<file path="src/rtl/sha256_pkg.sv">
// Shared SHA-256 constants, schedule state encoding and the small-sigma
// functions used by the message scheduler (and later the compression core).
package sha256_pkg;

    localparam int WORD_W    = 32;
    localparam int BLOCK_W   = 512;
    localparam int NUM_WORDS = 64;

    typedef enum logic {
        IDLE,
        STREAM
    } sched_state_t;

    // sigma0(x) = ROTR7 ^ ROTR18 ^ SHR3
    function automatic logic [WORD_W-1:0] small_sigma0(input logic [WORD_W-1:0] x);
        return {x[6:0], x[31:7]} ^ {x[17:0], x[31:18]} ^ (x >> 3);
    endfunction

    // sigma1(x) = ROTR17 ^ ROTR19 ^ SHR10
    function automatic logic [WORD_W-1:0] small_sigma1(input logic [WORD_W-1:0] x);
        return {x[16:0], x[31:17]} ^ {x[18:0], x[31:19]} ^ (x >> 10);
    endfunction

endpackage

</file>
<file path="src/rtl/sha256_msg_sched.sv">
// SHA-256 message scheduler: takes one 512-bit padded block and streams
// W0..W63 over a valid/ready word interface, expanding W16..W63 from a
// 16-word sliding window as words are consumed.
// Optional build macro SHA256_SCHED_B2B_EN: accept the next block in the
// same cycle W63 transfers, removing the idle cycle between blocks.
//
// state  | meaning
// IDLE   | waiting for a block; parser_ready=1
// STREAM | emitting W[w_index] from window[0]
module sha256_msg_sched
    import sha256_pkg::*;
(
    input  logic                 clk,
    input  logic                 rst,
    input  logic [BLOCK_W-1:0]   block_in,
    input  logic                 block_ready,
    output logic                 parser_ready,
    output logic [WORD_W-1:0]    w_out,
    output logic                 w_valid,
    input  logic                 w_ready,
    output logic [5:0]           w_index,
    output logic                 block_done
);

    localparam logic [5:0] LAST_IDX = 6'(NUM_WORDS - 1);

    sched_state_t      state_q, state_d;
    logic [WORD_W-1:0] window_q [16];
    logic [WORD_W-1:0] window_d [16];
    logic [5:0]        w_index_q, w_index_d;
    logic              w_valid_q, w_valid_d;
    logic              block_done_q, block_done_d;

    logic              accept;
    logic              xfer;
    logic [WORD_W-1:0] new_word;

    // Handshake decode and next-state / window update
    always_comb begin
        state_d      = state_q;
        window_d     = window_q;
        w_index_d    = w_index_q;
        w_valid_d    = w_valid_q;
        block_done_d = 1'b0;

`ifdef SHA256_SCHED_B2B_EN
        parser_ready = (state_q == IDLE) ||
                       ((state_q == STREAM) && (w_index_q == LAST_IDX) && w_valid_q && w_ready);
`else
        parser_ready = (state_q == IDLE);
`endif

        accept   = block_ready && parser_ready;
        xfer     = w_valid_q && w_ready;
        // W[t+16] relative to the word currently in window[0]
        new_word = small_sigma1(window_q[14]) + window_q[9]
                 + small_sigma0(window_q[1]) + window_q[0];

        if (xfer) begin
            for (int i = 0; i < 15; i++) begin
                window_d[i] = window_q[i+1];
            end
            window_d[15] = new_word;
            w_index_d    = w_index_q + 6'd1;
            if (w_index_q == LAST_IDX) begin
                block_done_d = 1'b1;
                w_valid_d    = 1'b0;
                state_d      = IDLE;
                w_index_d    = 6'd0;
            end
        end

        // A same-edge accept (back-to-back build) overrides the end-of-block return
        if (accept) begin
            for (int i = 0; i < 16; i++) begin
                window_d[i] = block_in[BLOCK_W-1-WORD_W*i -: WORD_W];
            end
            w_index_d = 6'd0;
            w_valid_d = 1'b1;
            state_d   = STREAM;
        end
    end

    // State, window and output registers with synchronous active-low reset
    always_ff @(posedge clk) begin
        if (!rst) begin
            state_q      <= IDLE;
            w_index_q    <= 6'd0;
            w_valid_q    <= 1'b0;
            block_done_q <= 1'b0;
            for (int i = 0; i < 16; i++) begin
                window_q[i] <= '0;
            end
        end else begin
            state_q      <= state_d;
            w_index_q    <= w_index_d;
            w_valid_q    <= w_valid_d;
            block_done_q <= block_done_d;
            for (int i = 0; i < 16; i++) begin
                window_q[i] <= window_d[i];
            end
        end
    end

    assign w_out      = window_q[0];
    assign w_valid    = w_valid_q;
    assign w_index    = w_index_q;
    assign block_done = block_done_q;

endmodule

</file>
<file path="config.mk">
export PLATFORM = sky130hd
export DESIGN_NAME = sha256_msg_sched
export DESIGN_NICKNAME = d
export VERILOG_FILES = /design/src/rtl/sha256_pkg.sv /design/src/rtl/sha256_msg_sched.sv
export SDC_FILE = /design/constraint.sdc
export NUM_CORES = 2
export LEC_CHECK = 0
export CAP_MARGIN = 20
export CORE_AREA = 2 2 218 220
export CTS_CLUSTER_SIZE = 12
export DETAILED_ROUTE_END_ITERATION = 12
export DIE_AREA = 0 0 220 222
export DONT_BUFFER_PORTS = 1
export PLACE_DENSITY = 0.76
export SYNTH_ARGS = -nofsm -noshare
export SYNTH_HDL_FRONTEND = slang
export SYNTH_SLANG_ARGS = --single-unit
</file>
<file path="constraint.sdc">
create_clock -name clk -period 7.7 [get_ports clk]
set_clock_uncertainty 0.15 [all_clocks]
set_input_delay 1.54 -clock clk [delete_from_list [all_inputs] [get_ports clk]]
set_output_delay 1.54 -clock clk [all_outputs]
set_load 0.01 [all_outputs]
</file>
==> results.toml <==
[timing]
setup_tns_ns = 0
max_freq_ghz = 0.219
relSlewSlack_pct = 14.2
hold_viol_final = 0
maxSlewViolCount = 0
setup_viol = 0
fin_crit_sh_pct = 59.4
worst_slew_pin_slew_ns = 1.29
period_minus_slack_ns = 4.57
whs_ns = 0.329
worst_slack_ns = 3.13
rsz0062_at_grt = "false"

[finish]
design_area_um2 = 27900
syn_to_final_growth_pct = 4.96
nets = 3770
stdcell_count = 3821
drive_above_1_share_pct = 3.50

[cts]
cts_hold_buf = 0
clock_path_buffers = 3
cts_tree = "yes"
clock-sinks = 520
root_buffer = "clkbuf_16"
clkTransAtPathRegs_ns = 0.06
cts_max_level = 2
clk_latency_ns = 0.63
cts_setup_buffers = 0
cts_buffers = 54
ctsResizeCount = 0

[drt]
wire_per_inst_um = 25.5
first_iter_violations = 3314
drc = 0
drtPass1Iterations = 6
antenna_left = 0
vias_per_cell = 6.32
totalWireLength_um = 97300
vias = 24200

[global_route]
grt_pass1_vias = 22700
grt_pass1_wl_um = 140000
overflow = 0
gr-usage-all-layers_pct = 38.2
grt_max_degree = 261
antenna_found_initial = 20

[synth]
synth-edff-count = 0
ys_warn_count = 0
synthCells = 3459
ys_seq_elements = 520
synth_flop_cell = "dfxtp_1"
synth.distinct_cells = 51
mappedNetlistArea_um2 = 26600
synth_nets = 4069
avgSynthCellArea_um2 = 7.68
seq_area_frac_synth_pct = 39.2
async_flop_share_pct = 0

[critical_path]
cp_slowest_stage_delay_ns = 0.49
crit_buf_inv = 1
crit_chain = "xor2_1 -> xnor2_1 -> fa_1 -> inv_1 -> fa_1 -> ha_1 -> fa_1 -> a211oi_1 -> o21bai_2 -> a21oi_2 -> o31ai_4 -> a221oi_2 -> o21bai_1 -> xnor2_1 -> a21oi_1"
worstPathRequired_ns = 8.02
end_kind = "flip-flop"
cp_max_fo = 5
worst_ep_arrival_time_ns = 4.89
cpMostUsedCell = "fa_1"
slowest_stage = "fa_1"
crit_path_start_kind = "flip-flop"
crit_type = "flip-flop to flip-flop"
cp_top_family = "compound AO/OA/AOI/OAI gates"

[power_and_ir_drop]
power.leakage_nw = 11.0
p_per_area_nw_per_um2 = 307
peakVddDrop_uv = 224

[placement]
port_buffers = 0
placed_cells = 3711
hpwlAfterDp_um = 71400
postPlaceCellArea_um2 = 26100
pre_cts_slack_ns = 3.21
routabilityCongestion = 0.977

[die]
die_h_um = 222
io_pins = 557
core.rowCount = 79
start_util_pct = 57.4
coreArea_um2 = 46300
die_area_um2 = 48800
dieWidth_um = 220

[run]
cap_violations = 0

[outcome]
status = "completed"

[hold_path]
hold_class = "flip-flop to flip-flop"
## placed cells by master, fill, tap and decap left out, types with 3 or more instances in the layout
| master | instances |
|---|---|
| a211oi_1 | 6 |
| a21o_1 | 12 |
| a21oi_1 | 51 |
| a22oi_1 | 3 |
| a311oi_1 | 488 |
| a31oi_1 | 5 |
| buf_12 | 8 |
| buf_4 | 8 |
| bufinv_16 | 3 |
| clkbuf_1 | 13 |
| clkbuf_16 | 54 |
| clkbuf_8 | 16 |
| dfxtp_1 | 520 |
| diode_2 | 18 |
| fa_1 | 62 |
| ha_1 | 32 |
| inv_1 | 125 |
| nand2_1 | 1012 |
| nand3_1 | 8 |
| nand4_1 | 5 |
| nor2_1 | 517 |
| nor3_1 | 3 |
| o211ai_1 | 3 |
| o21a_1 | 3 |
| o21ai_0 | 26 |
| o21bai_1 | 5 |
| o221ai_1 | 17 |
| o41ai_1 | 3 |
| xnor2_1 | 95 |
| xor2_1 | 54 |
## metrics by stage
step / power [mW] / util (%)
6_report: 8.55 / 60.3
5_1_grt: 8.93 / 60.2
4_1_cts: 8.50 / 60.2
3_5_place_dp: 5.88 / 56.3
3_3_place_gp: 5.88 / 56.3
2_1_floorplan: 5.08 / -
## layout make-up
cell class	instances	area (µm²)
inverters	126	480
flip-flops and latches	520	10400
diodes	18	45.0
fillers	4247	18400
clock buffers	83	1620
well taps	607	759
multi-input cells	2442	14200
clock inverters	9	155
repair buffers	16	220
## worst min-delay path: stages, from the launching register on
cell	delay, ns
dfxtp_1	0.31
nand2_1	0.05
a311oi_1	0.07
## registers in the layout (all words and copies together), names as in the netlist
name,flops
window_q,480
block_done,1
w_index,6
w_out,32
w_valid,1
## metal layers
layer  track usage, %  up-vias  share of wire, %
met5                0        -             0.058
met1             49.9    11500                40
met2             58.3     1245                45
li1                 -    11200                 -
met3             11.9      218                11
met4             16.4        8               4.1
## cells by family (layout without fill, tap and decap cells)
kind of cell               after synthesis  count (layout)  share of synthesized area, %
AOI/OAI and AO/OA                      640             640                          20.0
xor gates and xnor gates               149             149                          4.91
adders and majority gates               94              94                          6.18
buffers and inverters                  497             234                          7.48
DFF                                    520             520                          39.2
other                                    0              18                             0
and+or+nand+nor                       1559            1559                          22.3
## Yosys cell counts, types with 2 or more instances
library cell  instances  share of area (%)
o211ai_1              3              0.085
or2_2                 2              0.047
inv_1               125                1.8
nand3_1               8               0.15
a211oi_1              6               0.17
o21bai_1              5               0.14
clkbuf_1            323                4.6
a22oi_1               3              0.085
o221ai_1             17               0.56
a21o_1               12               0.34
o21ai_0              26               0.49
o31ai_1               2              0.057
o41ai_1               3              0.099
and3_1                2              0.047
nor3_1                3              0.057
a21oi_1              51               0.96
dfxtp_1             520                 39
nand4_1               5               0.12
buf_1                16               0.23
fa_1                 62                4.7
xor2_1               54                1.8
o21a_1                3              0.085
a311oi_1            488                 16
a2111oi_0             2              0.066
nand2_1            1014                 14
xnor2_1              95                3.1
nor4_1                2              0.047
nor2_1              517                7.3
a31oi_1               5               0.12
o41ai_2               2               0.12
buf_4                32               0.90
ha_1                 32                1.5
## power breakdown
group / switching [mW] / internal (mW)
sequential: 0.256 / 2.95
combinational: 1.75 / 0.955
clock: 1.10 / 1.54
## path summary, 6_finish.rpt
| path | startpoint | end | slack (ns) | cells after the start |
|---|---|---|---|---|
| hold / removal | window_q[99] | window_q[99] | 0.33 | 2 |
| setup / recovery | window_q[50] | window_q[21] | 3.13 | 15 |
| setup reg to reg | window_q[50] | window_q[21] | 3.13 | 15 |
| hold reg to reg | window_q[99] | window_q[99] | 0.33 | 2 |
(Power assumes the default switching activity.)
